[src/rtl/ysyx_22041207_axi_pkg.sv]
// Shared AXI definitions for the ysyx_22041207 instruction-fetch read bridge.
//  - fsm_state_e     : bridge FSM states (IDLE/AR/R/RSP), 2-bit encoding
//  - AXI_BURST_INCR  : ARBURST encoding for INCR bursts
//  - AXI_RESP_OKAY   : RRESP encoding for OKAY
//  - mask_to_arsize  : converts a byte-lane mask into an AXI ARSIZE code
package ysyx_22041207_axi_pkg;

  typedef enum logic [1:0] {
    StIdle = 2'd0,
    StAr   = 2'd1,
    StR    = 2'd2,
    StRsp  = 2'd3
  } fsm_state_e;

  localparam logic [1:0] AXI_BURST_INCR = 2'b01;
  localparam logic [1:0] AXI_RESP_OKAY  = 2'b00;

  // Contiguous low-lane masks map to their log2 byte count. Anything else
  // (sparse or unexpected masks) falls back to a full 8-byte beat so the
  // consumer always receives every lane it might need.
  function automatic logic [2:0] mask_to_arsize(input logic [7:0] mask);
    logic [2:0] size;
    case (mask)
      8'h01:   size = 3'd0;
      8'h03:   size = 3'd1;
      8'h0F:   size = 3'd2;
      8'hFF:   size = 3'd3;
      default: size = 3'd3;
    endcase
    return size;
  endfunction

endpackage

[src/rtl/ysyx_22041207_ifu_rd_bridge.sv]
// Read-only AXI4 master serving the fetch stage request/response port.
// Accepts one fetch address, issues a single-beat AR/R transaction and returns
// the full aligned 64-bit beat. One transaction outstanding, no caching.
//
// Ports:
//  clk, rst_n                  clock, asynchronous active-low reset
//  rx_r_valid_i/ready_o        fetch address handshake
//  rx_r_addr_i, rx_r_size_i    fetch byte address and byte-lane mask
//  rx_data_valid/ready         response handshake
//  rx_data_read_o              full aligned 64-bit beat (never lane-masked)
//  rx_data_err                 only with YSYX_22041207_RD_RESP_CHK_EN: RRESP != OKAY
//  axi_ar*                     AXI4 AR channel (master side)
//  axi_r*                      AXI4 R channel (master side); RLAST and RID ignored
//
// Configuration:
//  YSYX_22041207_RD_RESP_CHK_EN  adds rx_data_err and a simulation error message.
//
// Parameters:
//  AXI_ID_W  ARID width (ARID driven 0)
//  RESET_PC  target of the first fetch; descriptive only
module ysyx_22041207_ifu_rd_bridge
  import ysyx_22041207_axi_pkg::*;
#(
  parameter int unsigned AXI_ID_W = 4,
  parameter logic [63:0] RESET_PC = 64'h8000_0000
) (
  input  logic                clk,
  input  logic                rst_n,
  // Fetch request
  input  logic                rx_r_valid_i,
  output logic                rx_r_ready_o,
  input  logic [63:0]         rx_r_addr_i,
  input  logic [7:0]          rx_r_size_i,
  // Fetch response
  output logic                rx_data_valid,
  input  logic                rx_data_ready,
  output logic [63:0]         rx_data_read_o,
`ifdef YSYX_22041207_RD_RESP_CHK_EN
  output logic                rx_data_err,
`endif
  // AXI4 AR channel
  output logic                axi_arvalid,
  input  logic                axi_arready,
  output logic [63:0]         axi_araddr,
  output logic [AXI_ID_W-1:0] axi_arid,
  output logic [7:0]          axi_arlen,
  output logic [2:0]          axi_arsize,
  output logic [1:0]          axi_arburst,
  // AXI4 R channel
  input  logic                axi_rvalid,
  output logic                axi_rready,
  input  logic [63:0]         axi_rdata,
  input  logic [AXI_ID_W-1:0] axi_rid,
  input  logic [1:0]          axi_rresp,
  input  logic                axi_rlast
);

  fsm_state_e  state_q;
  logic        arvalid_q;
  logic        data_valid_q;
  logic [63:0] data_q;
  logic [63:0] addr_q;
  logic [7:0]  mask_q;
`ifdef YSYX_22041207_RD_RESP_CHK_EN
  logic        err_q;
`endif

  // Single FSM block; every handshake-facing output except the two readies is
  // a register, so AR address/size stay stable until arready by construction.
  always_ff @(posedge clk or negedge rst_n) begin
    if (!rst_n) begin
      state_q      <= StIdle;
      arvalid_q    <= 1'b0;
      data_valid_q <= 1'b0;
      data_q       <= '0;
      addr_q       <= '0;
      mask_q       <= '0;
`ifdef YSYX_22041207_RD_RESP_CHK_EN
      err_q        <= 1'b0;
`endif
    end else begin
      unique case (state_q)
        StIdle: begin
          if (rx_r_valid_i) begin
            addr_q    <= rx_r_addr_i;
            mask_q    <= rx_r_size_i;
            arvalid_q <= 1'b1;
            state_q   <= StAr;
          end
        end
        StAr: begin
          if (axi_arready) begin
            arvalid_q <= 1'b0;
            state_q   <= StR;
          end
        end
        StR: begin
          if (axi_rvalid) begin
            data_q       <= axi_rdata;
`ifdef YSYX_22041207_RD_RESP_CHK_EN
            err_q        <= (axi_rresp != AXI_RESP_OKAY);
`endif
            data_valid_q <= 1'b1;
            state_q      <= StRsp;
          end
        end
        StRsp: begin
          // Beat stays on rx_data_read_o after consumption; only valid drops.
          if (rx_data_ready) begin
            data_valid_q <= 1'b0;
            state_q      <= StIdle;
          end
        end
        default: state_q <= StIdle;
      endcase
    end
  end

  // Readies are combinational from state so they follow an asynchronous reset
  // immediately (rx_r_ready_o reads 1 while in reset).
  assign rx_r_ready_o = (state_q == StIdle);
  assign axi_rready   = (state_q == StR);

  assign axi_arvalid  = arvalid_q;
  assign axi_araddr   = {addr_q[63:3], 3'b000};
  assign axi_arid     = '0;
  assign axi_arlen    = 8'd0;
  assign axi_arsize   = mask_to_arsize(mask_q);
  assign axi_arburst  = AXI_BURST_INCR;

  assign rx_data_valid  = data_valid_q;
  assign rx_data_read_o = data_q;

`ifdef YSYX_22041207_RD_RESP_CHK_EN
  assign rx_data_err = err_q;

`ifndef SYNTHESIS
  always @(posedge clk) begin
    if (rst_n && state_q == StR && axi_rvalid && axi_rresp != AXI_RESP_OKAY) begin
      $display("ifu rd err %x resp %b", addr_q, axi_rresp);
    end
  end
`endif
`endif

`ifndef SYNTHESIS
  // Only one phase of the transaction can be active at a time.
  always @(posedge clk) begin
    if (rst_n) begin
      assert ($countones({arvalid_q, axi_rready, data_valid_q}) <= 1)
        else $error("ifu rd bridge: more than one phase active");
    end
  end
`endif

  // Sub-word address bits are meaningful only to the consumer; RLAST/RID are
  // irrelevant for single-beat reads with a single ID.
  logic unused_sig;
`ifdef YSYX_22041207_RD_RESP_CHK_EN
  assign unused_sig = ^{addr_q[2:0], axi_rlast, axi_rid, RESET_PC};
`else
  assign unused_sig = ^{addr_q[2:0], axi_rlast, axi_rid, axi_rresp, RESET_PC};
`endif

endmodule
[config.mk]
export PLATFORM = sky130hd
export DESIGN_NAME = ysyx_22041207_ifu_rd_bridge
export DESIGN_NICKNAME = d
export VERILOG_FILES = /design/src/rtl/ysyx_22041207_axi_pkg.sv /design/src/rtl/ysyx_22041207_ifu_rd_bridge.sv
export SDC_FILE = /design/constraint.sdc
export NUM_CORES = 1
export LEC_CHECK = 0
export ABC_CLOCK_PERIOD_IN_PS = 1790
export CAP_MARGIN = 0
export CORE_UTILIZATION = 25
export DETAILED_ROUTE_END_ITERATION = 10
export PLACE_DENSITY_LB_ADDON = 0.3
export SETUP_SLACK_MARGIN = 0.1
export SYNTH_ARGS = -nofsm -noshare
export SYNTH_HDL_FRONTEND = slang
export SYNTH_SLANG_ARGS = --single-unit
[constraint.sdc]
create_clock -name clk -period 1.79 [get_ports clk]
set_input_delay 0.358 -clock clk [delete_from_list [all_inputs] [get_ports clk]]
set_output_delay 0.358 -clock clk [all_outputs]
set_load 0.01 [all_outputs]
==> results of run 1 <==
-- cells in the final DEF (no fill, tap or decap), types with 2 or more instances in the layout --
master	count
clkbuf_1	3
bufinv_16	2
buf_12	5
mux2_1	7
mux2_2	93
inv_1	2
mux2i_1	2
inv_2	2
buf_4	13
nor2_2	2
dlymetal6s2s_1	55
conb_1	18
nor2_1	2
clkdlybuf4s50_1	144
nand2_8	2
clkinvlp_4	5
mux2_4	34
clkbuf_16	23
inv_6	4
dlygate4sd2_1	65
nor2b_4	2
dfrtp_1	136
ha_1	3
o21ai_0	2
ha_4	2
buf_6	7
-- flip-flops by register name, summed over array words and instances (netlist names) --
name            count
rx_data_read_o     64
addr_q             61
mask_q              8
state_q             2
axi_arvalid         1
rx_data_valid       1
-- per-layer routing --
layer	track usage	vias to the layer above	wire length, um	share of wire
met4	0.0500	0	239	0.016
li1	-	1743	-	-
met2	0.209	183	7600	0.51
met3	0.0523	17	1310	0.087
met1	0.138	1871	5860	0.39
met5	0	-	0	0
-- per-stage QoR --
stage	hold slack [ns]	setup TNS [ns]
2_1_floorplan	0.0624	0
3_3_place_gp	0.261	-0.0438
3_5_place_dp	0.259	-0.0527
4_1_cts	0.382	0
5_1_grt	0.406	0
6_report	0.396	0
-- final timing paths --
check                                                 endpoint  slack (ns)  depth (start not counted)
max in group asynchronous               addr_q[12]$_DFFE_PN0P_        0.83                          3
worst max-delay path                    state_q[1]$_DFFE_PN0P_        0.07                          6
worst min register to register  rx_data_read_o[15]$_DFFE_PN0P_        0.49                          1
worst min-delay path            rx_data_read_o[12]$_DFFE_PN0P_        0.40                          2
min in group clk                rx_data_read_o[15]$_DFFE_PN0P_        0.49                          1
worst max register to register          state_q[1]$_DFFE_PN0P_        0.07                          6
-- critical path: cells and delay by family (launching register included) --
kind,cells,cell delay [ns]
mux,1,0.34
compound gates,1,0.37
flops,1,0.39
simple gates,1,0.13
buf+inv,2,0.19
fa+ha+maj,1,0.17
-- power by group through the flow --
stage | clock [mW] | combinational [mW] | sequential (mW)
2_1_floorplan | 0 | 2.45 | 6.19
3_3_place_gp | 0 | 7.01 | 5.49
3_5_place_dp | 0 | 7.11 | 5.59
4_1_cts | 3.62 | 6.73 | 5.53
5_1_grt | 3.75 | 7.79 | 5.74
6_report | 3.46 | 7.27 | 5.52
-- cells by family after synthesis --
logic type               Yosys count  share of synthesized area
flip-flops                       137                      0.633
other                              2                    0.00139
AND/OR/NAND/NOR                   13                     0.0120
AO/OA/AOI/OAI                      6                     0.0111
buffers and inverters             35                     0.0420
multiplexers                     136                      0.289
adder cells (fa/ha/maj)            5                     0.0115
-- cell type report --
| type | instances | share of cell area |
|---|---|---|
| multi-input combinational | 179 | 0.210 |
| inverter | 4 | 0.00157 |
| clock buffer | 20 | 0.0457 |
| clock inverter | 12 | 0.0148 |
| timing repair buffer | 300 | 0.333 |
| sequential | 137 | 0.359 |
| tap | 275 | 0.0360 |
-- repair_timing --
action | 4_1_cts | 5_1_grt
pin swaps | 2 | 3
cloned | 0 | 11
hold endpoints to repair | 25 | 0
hold buffers | 1 | 0
setup endpoints to repair | 97 | 156
resized for setup | 87 | 100
setup buffers | 5 | 4
==> run metrics, run 1 <==
TritonCTS Buffers 17; HP Class in2async; CP startpoint kind register; CP Cell Sequence inv_2 -> buf_6 -> ha_4 -> nor2b_4 -> a2111oi_4 -> mux2_4; drt wl/cell 16.2 um; Comb pwr share 0.447; # fillers 1893; register area 3430 um2; grt total ovfl 0; Reg power frac 0.340; initial antenna violation count 0; fin worst setup slack 0.0733 ns; diode count 0; Post-synth EDFFs 0; DRT iter0 DRCs 58; final std cells w/o fill 927; Max clock buf depth 2; detailed placement HPWL 9.92 mm; GR Util All Layers 0.124; fraction of registers with async set/reset 1.00; Final Hold Fails 0; Setup Viol. Count Final 0; # port buffers 269; Post-synth top cells dfrtp_1, mux2_2, buf_4; Die Y 149 um; Syn. warnings 0; crit path max fanout 5; Cells after Synth 334; clock latency on the worst-skew pair 0.41 ns; # clock sinks 137; drt pass-1 iters 3; final WL 15.0 mm; Site Rows 53; Slew headroom 0.623; Top FF cell, synth dfrtp_1; Slew @ Worst Pin 0.564 ns; Final Core Density 0.452; Critical Path Slowest Stage Cell dfrtp_1; H-tree depth 4; clock slew at reported path FFs 0.06 ns; endpoint class of the critical path register; max_cap viols 0; share of cells above drive strength 1 0.317; die width 149 um; Crit Path Category reg2reg; vias 3814; Area after DPL 8460 um2; final period utilization 0.959; first-pass GRT wire length 21.2 mm; Cell Area, Synth 5420 um2; RD Place Congestion 0.736; Worst Setup SP state_q[0]$_DFFE_PN0P_; Critical Path AT 2.01 ns; Multi-input gate area 2010 um2; CTS Root Cell clkbuf_16; status completed; Worst IR Drop VDD 658 uV; Sw Ratio 0.307; Final Power 16.2 mW; achievable clock frequency 583 MHz; Netlist cell types 23; slowest stage delay, CP 0.39 ns; count leader, synth dfrtp_1; minimum clock period 1.72 ns; Crit path required time 2.08 ns; unrepaired setup endpoints after global routing true; clock share of power 0.213; Post-layout nets 793; Final ANT Viol Nets 0; vias in the first global route 4090; Cell Count Post-Placement 874; register area share after synthesis 0.633; Yosys reg bits 137; Setup WS pre-CTS -0.0527 ns; Setup Skew 0.00920 ns; Power Internal 11.3 mW; core area 21200 um2; NetSw 4.98 mW; I/O pin cnt 298; Syn Area/Cell 16.2 um2; average vias per placed instance 4.11; CTS tree built; die area 22300 um2; Yosys top cell area share 0.633; fin. max-slew vios 0; Area growth syn-to-layout 76.5%; reg2reg start state_q[0]$_DFFE_PN0P_; fin area 9560 um2; DRC errors left 0; Pwr per Cell Area 1700 nW/um2; Initial Util 0.256; largest net degree at the start of global routing 48; area leader, netlist dfrtp_1; Lkg Pwr 4.74 nW; Synth area leaders dfrtp_1, mux2_2, mux2_4
No activity file was read; power rests on OpenSTA's default activity.
==> inputs of run 2 (changes only) <==
Settings changed: ABC_CLOCK_PERIOD_IN_PS 1790 to 1400.
Clock period 1.79 ns to 1.4 ns, I/O delays scaled along.
==> run 2 against run 1 <==
Against the previous run:
- the run now ends with setup timing left
- clock power up 31%
- maximum frequency increased by 2.7%
- design area is 2.4% lower
- register-to-register slack worse by 0.35 ns
- first-iteration DRC count grew 14%
- hold slack worse by 0.077 ns
- setup slack worse by 0.35 ns
- critical path type unchanged
- critical endpoint is now state_q[0]$_DFFE_PN0P_
- largest cell class unchanged
==> run metrics, run 2 (synthesis results as in run 1) <==
average vias per placed instance 4.16 (+1.1%); Die Y 149 um (unchanged); clock share of power 0.215 (+0.002); NetSw 6.60 mW (+32%); final WL 15.6 mm (+3.9%); failing checks setup timing; achievable clock frequency 598 MHz (+2.7%); first-pass GRT wire length 23.7 mm (+12%); H-tree depth 4 (unchanged); Sw Ratio 0.313 (+0.00630); drt pass-1 iters 4 (+1); Power Internal 14.5 mW (+29%); core area 21200 um2 (unchanged); Reg power frac 0.336 (-0.004); fin area 9330 um2 (-2.4%); Comb pwr share 0.448 (about the same); Max clock buf depth 2 (unchanged); status finished, violations left; CTS Root Cell clkbuf_16; grt total ovfl 0 (unchanged); Critical Path AT 1.99 ns (-0.02 ns); Bufs and invs on worst path 2 (unchanged); Area after DPL 8570 um2 (+1.4%); die area 22300 um2 (unchanged); vias 3955 (+3.7%); vias in the first global route 4422 (+8.1%); Pwr per Cell Area 2260 nW/um2 (+33%); Worst IR Drop VDD 823 uV (+25%); diode count 0 (unchanged); minimum clock period 1.67 ns (-0.0450 ns); # clock sinks 137 (unchanged); crit path max fanout 4 (-1); unrepaired setup endpoints after global routing true; Post-layout nets 818 (+3.2%); Crit path required time 1.72 ns (-0.36 ns); Slew headroom 0.605 (-0.0175); Final ANT Viol Nets 0 (unchanged); HP Class in2async; detailed placement HPWL 10.1 mm (+1.7%); Initial Util 0.256 (unchanged); Slew @ Worst Pin 0.592 ns (+0.0280 ns); RD Place Congestion 0.721 (-2.1%); Critical Path Slowest Stage Cell dfrtp_2; max_cap viols 0 (unchanged); DRC errors left 0 (unchanged); # port buffers 269 (unchanged); TritonCTS Buffers 17 (unchanged); Hold Slack 0.319 ns (-0.0766 ns); CTS tree built; fin. max-slew vios 0 (unchanged); Site Rows 53 (unchanged); most frequent cells in the layout dfrtp_1, clkdlybuf4s50_1, buf_2; clock slew at reported path FFs 0.06 ns (about the same); final period utilization 1.19 (+0.235); largest net degree at the start of global routing 40 (-17%); initial antenna violation count 0 (unchanged); Crit Path Category reg2reg; die width 149 um (unchanged); Setup Skew 0.00627 ns (-0.00293 ns); fin worst setup slack -0.272 ns (-0.345 ns); endpoint class of the critical path register; Final Hold Fails 0 (unchanged); Crit path max-delay family flip-flops; Lkg Pwr 4.44 nW (-6.2%); I/O pin cnt 298 (unchanged); slowest stage delay, CP 0.43 ns (+0.04 ns); DRT iter0 DRCs 66 (+14%); GR Util All Layers 0.142 (+0.0179); share of cells above drive strength 1 0.546 (+0.228); Area growth syn-to-layout 72.3%; Setup Viol. Count Final 125 (+125); CP startpoint kind register; CP Cell Sequence inv_4 -> ha_4 -> nor2b_4 -> a2111oi_4 -> buf_4 -> mux2i_1; clock latency on the worst-skew pair 0.41 ns (about the same); commonest non-fill, non-tap cell in the layout dfrtp_1; max reg flops 64 (unchanged); drt wl/cell 16.4 um (+1.3%)
-- run 2: changes by cell type in the layout (fill, tap and decap cells not counted), sizes merged --
cell           before  now
clkinv              1    5
clkinvlp            5    3
bufinv              2    3
buf                28  185
clkbuf             27   21
dlygate4sd2        65    1
dlymetal6s2s       55    1
inv                 8    4
clkdlybuf4s50     144  135
nand2               4    5
-- run 2: metrics by stage --
stage | total power, mW | setup slack [ns] | utilization | cells | setup TNS, ns
after global placement | 16.2 | -0.361 | 0.405 | 884 | -34.45
after floorplan | 11.3 | -0.167 | - | 350 | -4.05
after global routing | 22.3 | -0.328 | 0.441 | 951 | -23.26
final | 21.1 | -0.272 | 0.441 | 951 | -15.86
after CTS | 21.4 | -0.297 | 0.446 | 960 | -23.23
after detailed placement | 16.4 | -0.368 | 0.405 | 884 | -39.99
-- run 2: path summary, 6_finish.rpt --
path                                                   to  slack (ns)                   start  cells past startpoint
setup / recovery                   state_q[0]$_DFFE_PN0P_       -0.27  state_q[1]$_DFFE_PN0P_                      6
max in group asynchronous          addr_q[63]$_DFFE_PN0P_        0.55                   rst_n                      3
setup reg to reg                   state_q[0]$_DFFE_PN0P_       -0.27  state_q[1]$_DFFE_PN0P_                      6
min in group clk                   addr_q[62]$_DFFE_PN0P_        0.48         rx_r_addr_i[62]                      2
hold / removal             rx_data_read_o[49]$_DFFE_PN0P_        0.32                   rst_n                      2
hold reg to reg                    addr_q[23]$_DFFE_PN0P_        0.50  addr_q[23]$_DFFE_PN0P_                      1
-- run 2: power by group through the flow --
stage	Combinational (mW)	Clock (mW)	Sequential [mW]
after floorplan	3.34	0	7.93
final	9.46	4.54	7.09
after global routing	10.1	4.88	7.34
after detailed placement	9.31	0	7.13
after CTS	9.62	4.69	7.05
after global placement	9.15	0	7.03
-- run 2: area by class of cell --
class / instances / area, um2
clock buffers: 20 / 447
fillers: 1926 / 11800
repair buffers: 324 / 2780
inverters: 4 / 17.5
well taps: 275 / 344
clock inverters: 11 / 149
multi-input cells: 180 / 2160
flip-flops and latches: 137 / 3430
-- run 2: repair_timing --
item | CTS | global route
endpoints found under the hold margin | 24 | 0
pin swaps | 4 | 1
gates cloned | 15 | 1
resized for setup | 597 | 51
setup buffers | 30 | 3
hold buffers | 1 | 0
setup endpoints to repair | 266 | 145
-- run 2: per-layer routing --
layer	track usage	wire, um	up-vias
met5	0	0	-
met4	0.0454	199	0
met3	0.0569	1290	13
met2	0.248	8020	178
met1	0.157	6090	1973
li1	-	-	1791
-- run 2: worst register-to-register path: cells and delay by family, from the launching register on --
family | cells | cell delay [ns]
flops | 1 | 0.43
buf+inv | 2 | 0.24
mux | 1 | 0.21
compound gates | 1 | 0.39
fa+ha+maj | 1 | 0.17
simple gates | 1 | 0.13
==> inputs of run 3 (changes only) <==
Settings changed: PLACE_DENSITY_LB_ADDON 0.3 to default.
==> run 3 against run 2 <==
Against the previous run:
- the run still ends with setup timing left
- register-to-register slack gained 0.03 ns
- non-clock buffer count shrank 5
- clock power grew 2%
- critical path type unchanged
- combinational power shrank 3.8%
- design area shrank 0.99%
- count of clock-buffer cells in the layout shrank 1
- routed wire length grew 0.89%
- setup slack gained 0.032 ns
- via count shrank 0.46%
==> run metrics, run 3 (synthesis results as in run 1) <==
minimum clock period 1.64 ns (-0.0325 ns); vias 3937 (-0.46%); failing checks setup timing; commonest non-fill, non-tap cell in the layout clkdlybuf4s50_1; GR Util All Layers 0.132 (-0.00990); Post-layout nets 811 (-0.86%); Initial Util 0.256 (unchanged); max reg flops 64 (unchanged); final std cells w/o fill 945 (-0.63%); CTS tree built; die area 22300 um2 (unchanged); slowest stage delay, CP 0.43 ns (about the same); Area growth syn-to-layout 70.6%; Pwr per Cell Area 2260 nW/um2 (-0.11%); Setup Skew 0.0234 ns (+0.0171 ns); largest net degree at the start of global routing 34 (-15%); fin worst setup slack -0.239 ns (+0.0325 ns); clock share of power 0.223 (+0.008); Sw Ratio 0.315 (+0.00226); final period utilization 1.17 (-0.0232); FF-to-FF setup slack -0.24 ns (+0.03 ns); H-tree depth 4 (unchanged); TritonCTS Buffers 17 (unchanged); HP Class in2async; grt total ovfl 0 (unchanged); setup_tns -14.23 ns (+1.63 ns); Area after DPL 8590 um2 (+0.23%); Site Rows 53 (unchanged); CTS Root Cell clkbuf_16; average vias per placed instance 4.17 (+0.18%); DRT iter0 DRCs 69 (+4.5%); NetSw 6.57 mW (-0.39%); Final Core Density 0.437 (-0.00438); Final Power 20.9 mW (-1.1%); max_cap viols 0 (unchanged); die width 149 um (unchanged); CP Cell Sequence inv_4 -> ha_4 -> nand2_4 -> buf_12 -> buf_12 -> clkbuf_16 -> mux2_2; Worst IR Drop VDD 991 uV (+20%); DRC errors left 0 (unchanged); achievable clock frequency 610 MHz (+2.0%); Power Internal 14.3 mW (-1.4%); Die Y 149 um (unchanged); first-pass GRT wire length 22.2 mm (-6.4%); Critical Path End addr_q[48]$_DFFE_PN0P_; unrepaired setup endpoints after global routing true; Cell Count Post-Placement 884 (unchanged); status finished, violations left; CP startpoint kind register; I/O pin cnt 298 (unchanged); Critical Path Slowest Stage Cell dfrtp_2; Lkg Pwr 4.39 nW (-1.3%); reg2reg start state_q[1]$_DFFE_PN0P_; share of cells above drive strength 1 0.534 (-0.0115); clock latency on the worst-skew pair 0.42 ns (about the same); crit path max fanout 8 (+4); Max clock buf depth 2 (unchanged); # port buffers 269 (unchanged); Crit path required time 1.70 ns (-0.02 ns); initial antenna violation count 0 (unchanged); vias in the first global route 4317 (-2.4%); drt wl/cell 16.7 um (+1.5%); diode count 0 (unchanged); Critical Path AT 1.94 ns (-0.05 ns); Final Hold Fails 0 (unchanged); fin area 9240 um2 (-0.99%); # clock sinks 137 (unchanged); most frequent cells in the layout clkdlybuf4s50_1, dfrtp_1, buf_2; detailed placement HPWL 10.4 mm (+3.5%); R2R cell count 7 (+1); Setup WS pre-CTS -0.362 ns (+0.00660 ns); CP dominant cell by count buf_12; Comb pwr share 0.436 (-0.012); core area 21200 um2 (unchanged); clock slew at reported path FFs 0.06 ns (about the same); final WL 15.7 mm (+0.89%); Reg power frac 0.341 (+0.005); Final ANT Viol Nets 0 (unchanged); fin. max-slew vios 0 (unchanged); Hold Slack 0.331 ns (+0.0113 ns); endpoint class of the critical path register; drt pass-1 iters 4 (unchanged); R2R Path End addr_q[48]$_DFFE_PN0P_; Worst Setup SP state_q[1]$_DFFE_PN0P_; Crit Path Category reg2reg; Setup Viol. Count Final 139 (+11%); RD Place Congestion 0.730 (+1.2%)
## run 3: cell types whose count changed in the layout (fill, tap and decap cells not counted), sizes merged
| cell | delta |
|---|---|
| clkdlybuf4s50 | +2 |
| clkinv | -1 |
| inv | +3 |
| buf | -10 |
| nand2 | -2 |
| clkbuf | +4 |
| dlygate4sd2 | -1 |
| dlymetal6s2s | -1 |
## run 3: how the worst min path moves through the flow
| stage | from | end | slack (ns) |
|---|---|---|---|
| floorplan | rst_n | addr_q[10]$_DFFE_PN0P_ | -0.02 |
| global route | rst_n | addr_q[33]$_DFFE_PN0P_ | 0.35 |
| detailed placement | rst_n | addr_q[10]$_DFFE_PN0P_ | 0.21 |
| CTS | rst_n | addr_q[10]$_DFFE_PN0P_ | 0.32 |
| finish | rst_n | addr_q[10]$_DFFE_PN0P_ | 0.33 |
| global placement | rst_n | addr_q[10]$_DFFE_PN0P_ | 0.20 |
## run 3: critical path: cells and delay by family (launching register included)
| family | cells | cell delay, ns |
|---|---|---|
| buf+inv | 4 | 0.49 |
| flops | 1 | 0.43 |
| mux | 1 | 0.33 |
| fa+ha+maj | 1 | 0.18 |
| simple gates | 1 | 0.08 |
## run 3: per-layer routing
layer	wire, um	share of wire	global-route usage
met1	5920	0.38	0.138
met2	8340	0.53	0.238
met5	0	0	0
met3	1330	0.084	0.0502
met4	152	0.0097	0.0505
## run 3: final cells by class
type	instances	area, um2
fill	1945	11900
clock inverter	13	166
multi-input combinational	178	2040
timing repair buffer	319	2800
sequential	137	3430
tap	275	344
inverter	4	17.5
clock buffer	19	443
## run 3: timing repair
action                                  in CTS  in global routing
pin swaps                                    2                  2
hold endpoints to repair                    26                  0
endpoints found under the setup margin     266                140
hold buffers                                 1                  0
cloned                                       4                  8
gates resized for setup                    561                 42
buffers inserted                            15                  4
## run 3: power groups by stage
stage          registers, mW  logic, mW  clock network [mW]
2_1_floorplan           7.93       3.34                   0
3_3_place_gp            7.09       9.17                   0
3_5_place_dp            7.20       9.38                   0
4_1_cts                 7.10       8.50                4.77
5_1_grt                 7.35       9.76                4.95
6_report                7.11       9.10                4.65
==> RTL edit 1: new RTL, config.mk and constraints of run 2 <==
Re-encode `fsm_state_e` (4 states) as one-hot, 4 bits wide.
--- a/src/rtl/ysyx_22041207_axi_pkg.sv
+++ b/src/rtl/ysyx_22041207_axi_pkg.sv
@@ -6,9 +6,9 @@
 package ysyx_22041207_axi_pkg;
 
-  typedef enum logic [1:0] {
-    StIdle = 2'd0,
-    StAr   = 2'd1,
-    StR    = 2'd2,
-    StRsp  = 2'd3
+  typedef enum logic [3:0] {
+    StIdle = 4'b0001,
+    StAr   = 4'b0010,
+    StR    = 4'b0100,
+    StRsp  = 4'b1000
   } fsm_state_e;
 
Check against the original RTL: same outputs for any inputs over 4 cycles, from zero or initial values and one cycle with rst_n low; so few cycles prove little.
==> RTL edit 1 against run 2 <==
The run ends with design-rule violations, negative setup slack left; sequential cell count rose by 2; synthesized area is 4.4% higher; first-iteration DRC count rose by 98%; routed wire length increased by 0.19%; total power is 13% lower; die area rose by 4.3%; maximum frequency fell by 5.2%; cell area rose by 2.0%; worst setup slack got worse by 92 ps; critical path type unchanged; critical endpoint is now rx_data_read_o[63]; largest power group unchanged.
==> RTL edit 1: results (changes against run 2) <==
| Metric | Value |
|---|---|
| Yosys warning count | 0 (unchanged) |
| Routability cong. | 0.7456 (was 0.7208) |
| Status | complete, but fails checks (unchanged) |
| Seq/Total Area, Yosys | 0.6153 (was 0.6328) |
| Routed via count | 3965 (was 3955) |
| Total Nets Final | 819 (was 818) |
| Number of fill cells | 2033 (was 1926) |
| Max FO, Critical Path | 7 (was 4) |
| Final Worst Setup Slack | -363.9 ps (was -271.7 ps) |
| Pre-antenna DRT Iters | 7 (was 4) |
| Worst Path Arrival | 2050 ps (was 1990 ps) |
| Reg-to-Reg End | rx_data_read_o[63] (was state_q[0]) |
| Post-route DRC | 26 (was 0) |
| Pin count of the biggest net entering global routing | 41 (was 40) |
| Vias in the first global route | 4367 (was 4422) |
| Initial DRC Count | 131 (was 66) |
| Synth top area cells | dfrtp_1, mux2_2, mux2_4, mux2_1, buf_6 (was dfrtp_1, mux2_2, mux2_4, buf_4, mux2_1) |
| Async set-reset flop share out of synthesis | 1.000 (unchanged) |
| Failing checks | design-rule violations, negative setup slack (was negative setup slack) |
| Layout cells sized above 1 | 0.5388 (was 0.5459) |
| Routed WL | 15630 µm (was 15600 µm) |
| Dpl hpwl | 10500 µm (was 10090 µm) |
| First-pass GRT wire length | 24160 µm (was 23670 µm) |
| Hold_ws | 380.2 ps (was 319.4 ps) |
| Setup crit start kind | flop (unchanged) |
| Peak VDD IR | 0.7167 mV (was 0.8229 mV) |
| Top cell types by occurrence after synthesis | dfrtp_1, mux2_2, mux2_4 (was dfrtp_1, mux2_2, buf_4) |
| Fin Clk Skew | 9.566 ps (was 6.266 ps) |
| Synth cell types | 27 (was 23) |
| Sw Pwr | 5306 µW (was 6598 µW) |
| Placed cell areas | 8717 µm² (was 8571 µm²) |
| Cells after synthesis | 342 (was 334) |
| Total GRT Usage | 0.1330 (was 0.1421) |
| Final setup fails | 139 (was 125) |
| Reg2Reg Depth | 5 (was 6) |
| Static Leakage | 0.004730 µW (was 0.004443 µW) |
[RTL edit 1: through the flow]
stage,power (µW),util,std cells,setup TNS (ps),setup WS [ps]
2_1_floorplan,9289,-,358,-35220,-341.3
3_3_place_gp,12780,0.3958,898,-36290,-314.9
3_5_place_dp,12970,0.3958,898,-40580,-361.5
4_1_cts,18100,0.4166,952,-39650,-339.6
5_1_grt,19410,0.4324,963,-48090,-398.3
6_report,18420,0.4324,963,-41380,-363.9
[RTL edit 1: worst max-delay path by stage]
stage	end
2_1_floorplan	addr_q[25]
3_3_place_gp	addr_q[7]
3_5_place_dp	addr_q[39]
4_1_cts	addr_q[4]
5_1_grt	addr_q[28]
6_report	rx_data_read_o[63]
[RTL edit 1: kinds of logic after synthesis]
kind of cell	count (synthesis)	share of synthesized area
DFF	139	0.6153
muxes	133	0.2874
buffers and inverters	37	0.05686
and+or+nand+nor	20	0.02567
AOI/OAI and AO/OA	11	0.01350
other	2	0.001328
[RTL edit 1: final cells by class]
| class | instances | area share |
|---|---|---|
| clock buffers | 19 | 0.04651 |
| clock inverters | 13 | 0.02496 |
| inverters | 2 | 0.0007882 |
| multi-input cells | 183 | 0.2299 |
| flip-flops and latches | 139 | 0.3657 |
| well taps | 280 | 0.03678 |
| repair buffers | 327 | 0.2953 |
[RTL edit 1: critical path, stage by stage, from the launching register on]
cell	delay (ps)
dfrtp_2	450
nor4b_4	370
buf_6	200
nand2_8	100
clkbuf_16	220
mux2_4	290
[RTL edit 1: power groups by stage]
stage	logic, µW	clock network (µW)	registers [µW]
4_1_cts	6450	5370	6290
3_3_place_gp	6470	0	6310
2_1_floorplan	2410	0	6880
6_report	6880	5210	6320
5_1_grt	7340	5560	6510
3_5_place_dp	6610	0	6360
[RTL edit 1: what timing repair did]
action,4_1_cts,5_1_grt
resized for setup,585,37
buffers inserted,19,3
hold buffers,1,0
endpoints found under the setup margin,267,142
pin swaps,5,3
hold endpoints to repair,32,0
cloned,2,8
[RTL edit 1: layer usage]
layer	vias up	GRT usage	share of wire
met4	0	0.04810	0.012
li1	1819	-	-
met5	-	0	0
met2	193	0.2155	0.48
met1	1941	0.1593	0.42
met3	12	0.05262	0.089
==> RTL edit 2: new RTL, flow settings as in run 2 <==
Without the edit above. Add a define of `YSYX_22041207_RD_RESP_CHK_EN`.
--- a/src/rtl/ysyx_22041207_ifu_rd_bridge.sv
+++ b/src/rtl/ysyx_22041207_ifu_rd_bridge.sv
@@ -19,4 +19,6 @@
 //  AXI_ID_W  ARID width (ARID driven 0)
 //  RESET_PC  target of the first fetch; descriptive only
+`define YSYX_22041207_RD_RESP_CHK_EN
+
 module ysyx_22041207_ifu_rd_bridge
   import ysyx_22041207_axi_pkg::*;
Function (old outputs only; new: rx_data_err): kept (equiv_simple and equiv_induct, registers matched by name and starting in step).
==> RTL edit 2 against run 2 <==
The run still ends with negative setup slack left; clock skew is 1.6 ps higher; sequential cell count increased by 1; first-iteration DRC count is 12% lower; count of clock-buffer cells in the layout is the same; worst setup slack better by 1.4 ps; cell count grew 0.84%; total power shrank 0.19%; cell area is 0.51% higher; synthesized area grew 1.2%; routed wire length decreased by 2.4%; via count rose by 0.78%.
==> RTL edit 2: results (changes against run 2) <==
| Metric | Value |
|---|---|
| Seq/Total Area, Yosys | 0.6296 (was 0.6328) |
| Dpl cells | 893 (was 884) |
| Post-CTS Setup Inserts | 21 (was 30) |
| Routed WL | 15230 µm (was 15600 µm) |
| Layout Cells excl Fill | 959 (was 951) |
| Pin count of the biggest net entering global routing | 36 (was 40) |
| Final setup fails | 138 (was 125) |
| Routed via count | 3986 (was 3955) |
| Crit path from | state_q[0] (was state_q[1]) |
| Status | complete, but fails checks (unchanged) |
| Dpl hpwl | 10480 µm (was 10090 µm) |
| Layout cells sized above 1 | 0.5409 (was 0.5459) |
| Reg-to-Reg End | state_q[1] (was state_q[0]) |
| First-pass GRT wire length | 23140 µm (was 23670 µm) |
| Synth top area cells | dfrtp_1, mux2_2, mux2_4, buf_4, buf_6 (was dfrtp_1, mux2_2, mux2_4, buf_4, mux2_1) |
| Synth cell types | 22 (was 23) |
| Met3 GRT Util | 0.04758 (was 0.05688) |
| Peak VDD IR | 0.8459 mV (was 0.8229 mV) |
| Final Worst Setup Slack | -270.2 ps (was -271.7 ps) |
| Sw Share | 0.3078 (was 0.3129) |
| Synth Area in Compound Gates | 0.01186 (was 0.01109) |
| PostCTS Resize Cnt | 576 (was 597) |
| Fin Clk Skew | 7.827 ps (was 6.266 ps) |
| GR Util met2 | 0.2280 (was 0.2477) |
| Crit-path slowest cell | dfrtp_1 (was dfrtp_2) |
| Placement Setup Slack | -390.9 ps (was -368.4 ps) |
| Setup TNS | -16750 ps (was -15860 ps) |
| Routability cong. | 0.7264 (was 0.7208) |
| Failing checks | negative setup slack (unchanged) |
| Cells after synthesis | 339 (was 334) |
| Max FO, Critical Path | 3 (was 4) |
| Adder-cell share of the synthesized area | 0.01141 (was 0.01155) |
| Hold_ws | 330.3 ps (was 319.4 ps) |
[RTL edit 2: changes by cell type in the layout (fill, tap and decap cells not counted), moves of 3 or more]
cell | before | now
buf_12 | 9 | 13
buf_16 | 4 | 10
buf_8 | 10 | 6
clkdlybuf4s50_1 | 135 | 139
mux2_2 | 72 | 114
mux2_4 | 62 | 20
nor2_1 | 1 | 4
[RTL edit 2: cell type report]
class	instances	area, µm²	area share
Inverter	4	15.01	0.001600
Multi-Input combinational cell	181	1982	0.2113
Sequential cell	138	3455	0.3682
Tap cell	275	344.1	0.03668
Clock inverter	10	167.7	0.01787
Clock buffer	20	466.7	0.04975
Timing Repair Buffer	331	2952	0.3146
[RTL edit 2: power by group through the flow]
stage | Clock (µW) | Combinational (µW) | Sequential (µW)
final | 4810 | 9150 | 7090
after global routing | 5120 | 9840 | 7370
after CTS | 4940 | 9300 | 7090
after detailed placement | 0 | 9460 | 7210
after global placement | 0 | 9300 | 7110
after floorplan | 0 | 3360 | 7990
